## config.mk

```make
export PLATFORM = sky130hd
export DESIGN_NAME = shared_q_arbiter
export DESIGN_NICKNAME = d
export VERILOG_FILES = /design/src/rtl/shared_q_arbiter.sv
export SDC_FILE = /design/constraint.sdc
export NUM_CORES = 1
export LEC_CHECK = 0
export CAP_MARGIN = 20
export CORE_AREA = 2 2 39 41
export CTS_BUF_LIST = sky130_fd_sc_hd__clkbuf_16
export DETAILED_ROUTE_END_ITERATION = 8
export DIE_AREA = 0 0 41 43
export SLEW_MARGIN = 10
export SYNTH_ARGS = -nofsm -noshare
export SYNTH_HDL_FRONTEND = slang
export SYNTH_SLANG_ARGS = --single-unit
```

## constraint.sdc

```tcl
create_clock -name clk -period 3.87 [get_ports clk]
set_clock_uncertainty 0.2 [all_clocks]
set_input_delay 0.774 -clock clk [delete_from_list [all_inputs] [get_ports clk]]
set_output_delay 0.774 -clock clk [all_outputs]
set_load 0.05 [all_outputs]
```

## src/rtl/shared_q_arbiter.sv

```systemverilog
// shared_q_arbiter
// Round-robin arbiter that hands a single shared net (n3) to one of two
// requesters at a time. Every hand-over passes through a one-cycle dead
// state (RELEASE) so that the net never has two drivers.
//
// Optional feature: define SHARED_Q_ARBITER_HOLD_TIMEOUT_EN to build a hold
// watchdog. It forces a release after HOLD_MAX grant cycles and pulses
// timeout during that release. When the macro is not defined, HOLD_MAX is
// unused, timeout is tied low and a grant is held until the owner gives it up.
//
// Ports:
//   clk     - sole clock, rising edge
//   rst     - synchronous active-high reset
//   req     - req[i]: requester i wants the shared net
//   done    - done[i]: requester i releases the net (honoured from the owner only)
//   q_in    - q_in[i]: Q output of requester i
//   gnt     - registered one-hot grant, 2'b00 when there is no owner
//   n3      - shared net, q_in[owner] while granted, else 0
//   busy    - high in GRANT and RELEASE
//   timeout - one-cycle pulse on a forced release
module shared_q_arbiter #(
  parameter int HOLD_MAX = 15
) (
  input  logic       clk,
  input  logic       rst,
  input  logic [1:0] req,
  input  logic [1:0] done,
  input  logic [1:0] q_in,
  output logic [1:0] gnt,
  output logic       n3,
  output logic       busy,
  output logic       timeout
);

  typedef enum logic [1:0] {
    IDLE    = 2'd0,
    GRANT   = 2'd1,
    RELEASE = 2'd2
  } state_t;

  state_t     state, state_nx;
  logic       owner, owner_nx;
  logic       last, last_nx;
  logic [1:0] gnt_nx;
  logic       release_now;
  logic       hold_expired;

  // On a tie the requester that was not served last wins.
  function automatic logic pick(input logic [1:0] r, input logic l);
    if (r == 2'b11) return ~l;
    return r[1];
  endfunction

  always_comb begin
    state_nx    = state;
    owner_nx    = owner;
    last_nx     = last;
    gnt_nx      = gnt;
    release_now = done[owner] | ~req[owner];
    case (state)
      IDLE, RELEASE: begin
        if (|req) begin
          state_nx = GRANT;
          owner_nx = pick(req, last);
          last_nx  = owner_nx;
          gnt_nx   = owner_nx ? 2'b10 : 2'b01;
        end else begin
          state_nx = IDLE;
          gnt_nx   = 2'b00;
        end
      end
      GRANT: begin
        if (release_now || hold_expired) begin
          state_nx = RELEASE;
          gnt_nx   = 2'b00;
        end
      end
      default: begin
        state_nx = IDLE;
        gnt_nx   = 2'b00;
      end
    endcase
  end

  always_ff @(posedge clk) begin
    if (rst) begin
      state <= IDLE;
      gnt   <= 2'b00;
      owner <= 1'b0;
      last  <= 1'b1;
    end else begin
      state <= state_nx;
      gnt   <= gnt_nx;
      owner <= owner_nx;
      last  <= last_nx;
    end
  end

`ifdef SHARED_Q_ARBITER_HOLD_TIMEOUT_EN
  logic [7:0] hold_cnt;
  logic       timeout_r;

  // hold_cnt counts completed GRANT cycles of the current owner; on the
  // HOLD_MAX-th grant cycle it reads HOLD_MAX-1.
  assign hold_expired = (state == GRANT) && (hold_cnt == 8'(HOLD_MAX - 1));

  always_ff @(posedge clk) begin
    if (rst) begin
      hold_cnt  <= 8'd0;
      timeout_r <= 1'b0;
    end else begin
      if (state_nx == GRANT && state != GRANT) hold_cnt <= 8'd0;
      else if (state == GRANT)                 hold_cnt <= hold_cnt + 8'd1;
      // A genuine release in the expiry cycle is not a timeout.
      timeout_r <= (state == GRANT) && hold_expired && !release_now;
    end
  end

  assign timeout = timeout_r;
`else
  assign hold_expired = 1'b0;
  assign timeout      = 1'b0;
`endif

  assign busy = (state != IDLE);
  assign n3   = |(gnt & q_in);

endmodule

```

==> results of run 1 <==
sequential cells by signal, indices dropped and copies added (netlist names):
signal / flops
gnt: 2
last: 1
state: 2
owner: 1
synthesized netlist by cell type:
cell	n	area, sq um
clkbuf_1	1	3.750
a22o_1	1	8.760
o32a_4	1	22.52
or2_2	1	6.260
nor3b_2	1	12.51
inv_1	3	11.26
o41ai_2	1	16.27
nand2_1	2	7.510
o21ai_0	2	10.01
nor2b_1	1	6.260
nor2_1	1	3.750
dfxtp_1	6	120.1
a211o_1	2	17.52
nand2b_1	2	12.51
o31ai_1	1	7.510
o22ai_1	1	6.260
and2_1	1	6.260
a21oi_1	1	5.000
buf_4	1	7.510
conb_1	1	3.750
or3b_1	1	8.760
power breakdown:
group          switching, uW  total, uW  internal [uW]
combinational           27.2       48.7           21.5
clock                   34.4        167            133
sequential              3.73       71.0           67.3
total                   65.3        287            221
critical path, stage by stage:
cell	delay [ns]
clkdlybuf4s50_1	0.45
a22o_1	0.13
clkdlybuf4s50_1	0.79
final cells by class:
cell class / count / share of cell area (%)
clock buffer: 3 / 15.08
timing repair buffer: 11 / 22.11
multi-input combinational: 21 / 32.41
inverter: 3 / 2.261
tap: 16 / 4.020
sequential: 6 / 24.12
path summary, 6_finish.rpt:
path	depth (start not counted)	slack, ns	to
setup / recovery	3	0.75	n3
hold / removal	2	0.29	gnt[0]$_SDFFE_PP0P_
setup reg to reg	3	2.58	gnt[1]$_SDFFE_PP0P_
hold reg to reg	2	0.29	gnt[0]$_SDFFE_PP0P_
cells in the final DEF (no fill, tap or decap), types with 2 or more instances in the layout:
master / synthesis / layout
o21ai_0: 2 / 2
clkdlybuf4s50_1: 0 / 11
clkbuf_16: 0 / 3
inv_1: 3 / 3
dfxtp_1: 6 / 6
a211o_1: 2 / 2
nand2b_1: 2 / 2
nand2_1: 2 / 2
through the flow:
stage                     util [%]  total power [uW]  setup slack, ns  hold slack, ns
final                        35.99             286.7           0.7507          0.2910
after global routing         35.99             297.8           0.7119          0.3080
after CTS                    35.99             291.0           0.7425          0.2956
after detailed placement     30.56             120.2           0.7488          0.2902
after global placement       30.56             119.7           0.7500          0.2739
after floorplan                  -             103.7            1.699          0.2609
layer usage:
layer  GRT usage, %  share of wire (%)
met3          3.141                9.2
met4          10.00                2.8
met5              0                  0
met1          9.677                 41
met2          13.13                 47
cell families (layout without fill, tap and decap cells):
logic type | Yosys count | count (layout) | share of synthesized area (%)
buffers and inverters | 5 | 17 | 7.407
AND/OR/NAND/NOR | 10 | 10 | 20.99
other | 1 | 1 | 1.233
AO/OA/AOI/OAI | 10 | 10 | 30.87
flip-flops | 6 | 6 | 39.51
==> summary.txt, run 1 <==
Logic synthesis
  – Cells after Synth: 32
  – Number of register bits inferred by synthesis: 6
  – Mapped cell area: 304.0 sq um
  – Sequential share of the synthesized area: 39.51%
  – Yosys warns: 0
  – Syn nets: 40
  – Syn_area_per_cell: 9.501 sq um
  – Synth cell types: 21

STA
  – Final Cycle Share: 80.60%
  – RSZ-0062 raised after global routing: no
  – Final number of setup-violating endpoints: 0
  – Period minus WS final: 3.119 ns
  – Number of hold violations in the final report: 0
  – Setup_tns: 0 ns
  – FMAX: 320.6 MHz
  – Slew Limit Fails: 0

Global route
  – Total global-route track usage: under 10%
  – Number of global-route vias before repair: 230
  – First-pass GRT wire length: roughly 1.0 mm
  – Largest net degree at the start of global routing: 10
  – GRT overflow: 0
  – Number of antenna violations at the first check in global routing: 0

Cells and area
  – Ant. Diodes: 0
  – Fin area: 498.0 sq um
  – Fillers: around 150
  – FF+latch area: 120.1 sq um
  – Fraction of layout cells with a size suffix above 1: 15.91%
  – Multi-input logic area: between 150 and 200 sq um
  – Final layout net count: 54
  – Non-Filler Instances: 60
  – Area Growth Syn to Fin: 63.79%

Setup path
  – R2r startpoint: state[0]$_SDFFE_PP0P_
  – Worst EP arrival: 2.15 ns
  – CP startpoint kind: input pin
  – Crit path max fanout: 1
  – Critical path type: in2out
  – Critical path launch point: q_in[0]
  – Worst Path Required: slightly below 3 ns
  – Crit path capture type: primary output

Placement
  – Final GP Congestion: 0.6931
  – Dpl hpwl: between 400 and 500 um
  – Dpl cell area: 422.9 sq um
  – Inst Count DP: 57
  – IO Port Bufs: 11

Clocking
  – Post-CTS Setup Bufs: 0
  – Clk sinks: 6
  – Skew-Pair Late Insertion Delay: between 0.2 and 0.25 ns
  – # resized after CTS: 0
  – CTS root buf: clkbuf_16
  – # hold bufs at CTS: 0
  – TritonCTS buffer count: 3
  – Clk buf depth: 2
  – CTS tree: done
  – H-tree levels: 1
  – Register clock-pin slew on the reported worst setup and hold paths: 0.03 ns

Power
  – Max IR drop VDD: 0.2508 mV
  – Leak: 0.0001993 uW
  – Pwr dens: 575.6 nW/um^2

Min path
  – Hold Path Class: reg2reg
  – Hold Startpoint: gnt[0]$_SDFFE_PP0P_

Run status
  – Status: completed

Detailed routing
  – First-pass detailed-route iteration total: 4
  – Number of remaining DRC errors: 0
  – Wire per inst: 11.43 um
  – Vias: ~260
  – DR iter-0 viols: 2
  – DR vias/cell: 4.383
  – Routed Antenna Nets: 0
  – Detailed Route WL: 686 um

Floorplan
  – Initial Utilization: between 20% and 30%
  – Die width: between 40 and 50 um
  – Ports: 13
  – Die area: 1763 sq um
  – Die height: 43 um
  – FP Rows: 14
  – Core footprint: approximately 1400 sq um

Job
  – Max-cap check violation count: 0
Power figures use the tool's default switching activity.
==> run 2, diff against run 1 <==
- clock period: 3.87 -> 2.6 ns (I/O delays scaled with it)
==> summary.txt, run 2 (synthesis gave the netlist of run 1 again) <==
Floorplan
  – Die height: 43 um
  – Die width: 41 um
  – Die area: 1763 sq um
  – Initial Utilization: 21.97%
  – Core footprint: ~1400 sq um
  – FP Rows: 14
  – Ports: 13

Clocking
  – Clk sinks: 6
  – # resized after CTS: 0
  – Clk buf depth: 2
  – Skew-Pair Late Insertion Delay: 0.23 ns
  – CTS tree: done
  – Register clock-pin slew on the reported worst setup and hold paths: 0.03 ns
  – TritonCTS buffer count: 3
  – CTS root buf: clkbuf_16
  – # hold bufs at CTS: 0
  – Post-CTS Setup Bufs: 0
  – H-tree levels: 1

Cells and area
  – Commonest non-fill, non-tap cell in the layout: clkdlybuf4s50_1
  – Most frequent cells in the layout: clkdlybuf4s50_1, dfxtp_1, inv_1, clkbuf_16
  – Ant. Diodes: 0
  – Final layout net count: 54
  – Fraction of layout cells with a size suffix above 1: 18.18%
  – Area Growth Syn to Fin: 67.08%
  – Utilization after layout: a little under two fifths
  – Largest regs: gnt (2), state (2)

Placement
  – Final GP Congestion: 0.6134
  – Dpl hpwl: 433.1 um
  – IO Port Bufs: 11

Min path
  – Worst Hold Depth: 2
  – Hold Path Class: reg2reg

Power
  – Leak: 0.0002042 uW
  – Pwr dens: 839.1 nW/um^2
  – P_sw: between 90 and 100 uW
  – Flop pwr share: roughly a quarter
  – Logic pwr share: 17.5%
  – Net Sw Frac: 22.20%
  – Max IR drop VDD: about 0.37 mV
  – Clock share of power: a little under 60%
  – Int Pwr: ~330 uW

Detailed routing
  – Routed wl met3: 55 um
  – First-pass detailed-route iteration total: 1
  – Met2 Wirelength: 240 um
  – DR iter-0 viols: 0
  – Detailed Route WL: ~600 um
  – Routed Antenna Nets: 0
  – Top sig layer: met4
  – Wire per inst: 9.767 um
  – Number of remaining DRC errors: 0
  – DR vias/cell: between 4 and 5
  – Vias: 256
  – Met1 wire length: 270 um

Job
  – Max-cap check violation count: 0

STA
  – Final number of setup-violating endpoints: 0
  – Setup_tns: 0 ns
  – Final Cycle Share: about 87%
  – RSZ-0062 raised after global routing: no
  – Number of hold violations in the final report: 0
  – Period minus WS final: 2.251 ns
  – FMAX: 444.3 MHz
  – Slew Limit Fails: 0

Global route
  – Number of global-route vias before repair: 231
  – Number of antenna violations at the first check in global routing: 0
  – GRT overflow: 0
  – Total global-route track usage: 8.241%
  – First-pass GRT wire length: roughly 910 um
  – Largest net degree at the start of global routing: 10

Setup path
  – Crit path max fanout: 5
  – Worst reg2reg path depth: 3
  – Worst Path Required: between 1.5 and 2 ns
  – Critical path type: reg2out
  – Worst EP arrival: ~1.5 ns
  – Crit path capture type: primary output
  – CP startpoint kind: flip-flop

Run status
  – Status: completed
[run 2: routing by layer]
layer | track usage, % | vias to the layer above
met5 | 0 | -
met4 | 10.00 | 0
met3 | 3.141 | 2
met2 | 9.688 | 10
met1 | 9.677 | 109
li1 | - | 135
[run 2: final timing paths]
check / start / to / slack [ns]
hold / removal: owner$_SDFFE_PP0P_ / owner$_SDFFE_PP0P_ / 0.28
setup / recovery: state[0]$_SDFFE_PP0P_ / busy / 0.35
hold reg to reg: owner$_SDFFE_PP0P_ / owner$_SDFFE_PP0P_ / 0.28
setup reg to reg: state[0]$_SDFFE_PP0P_ / gnt[1]$_SDFFE_PP0P_ / 1.32
[run 2: worst max-delay path, stage by stage (launching register included)]
cell and delay (ns):
dfxtp_1 0.33, or2_2 0.27, clkdlybuf4s50_1 0.70
[run 2: cell type report]
class / instances / area (sq um)
Inverter: 3 / 11.26
Tap cell: 16 / 20.02
Fill cell: 144 / 875.8
Multi-Input combinational cell: 21 / 161.4
Sequential cell: 6 / 120.1
Timing Repair Buffer: 11 / 120.1
Clock buffer: 3 / 75.07
[run 2: power by group through the flow]
stage | clock network (uW) | logic, uW | registers [uW]
finish | 246 | 74.5 | 105
global route | 259 | 79.4 | 106
CTS | 253 | 75.2 | 105
detailed placement | 0 | 75.0 | 107
global placement | 0 | 74.8 | 106
floorplan | 0 | 41.9 | 113
[run 2: through the flow]
stage	cell area (sq um)	worst slack [ns]	instances	total power [uW]	hold slack, ns
3_3_place_gp	432.9	0.5480	57	181.1	0.2747
5_1_grt	508.0	0.3134	60	445.1	0.3158
2_1_floorplan	304.0	0.7205	32	154.4	0.2609
6_report	508.0	0.3494	60	426.2	0.2790
3_5_place_dp	432.9	0.5529	57	181.6	0.2761
4_1_cts	508.0	0.3453	60	433.8	0.2807
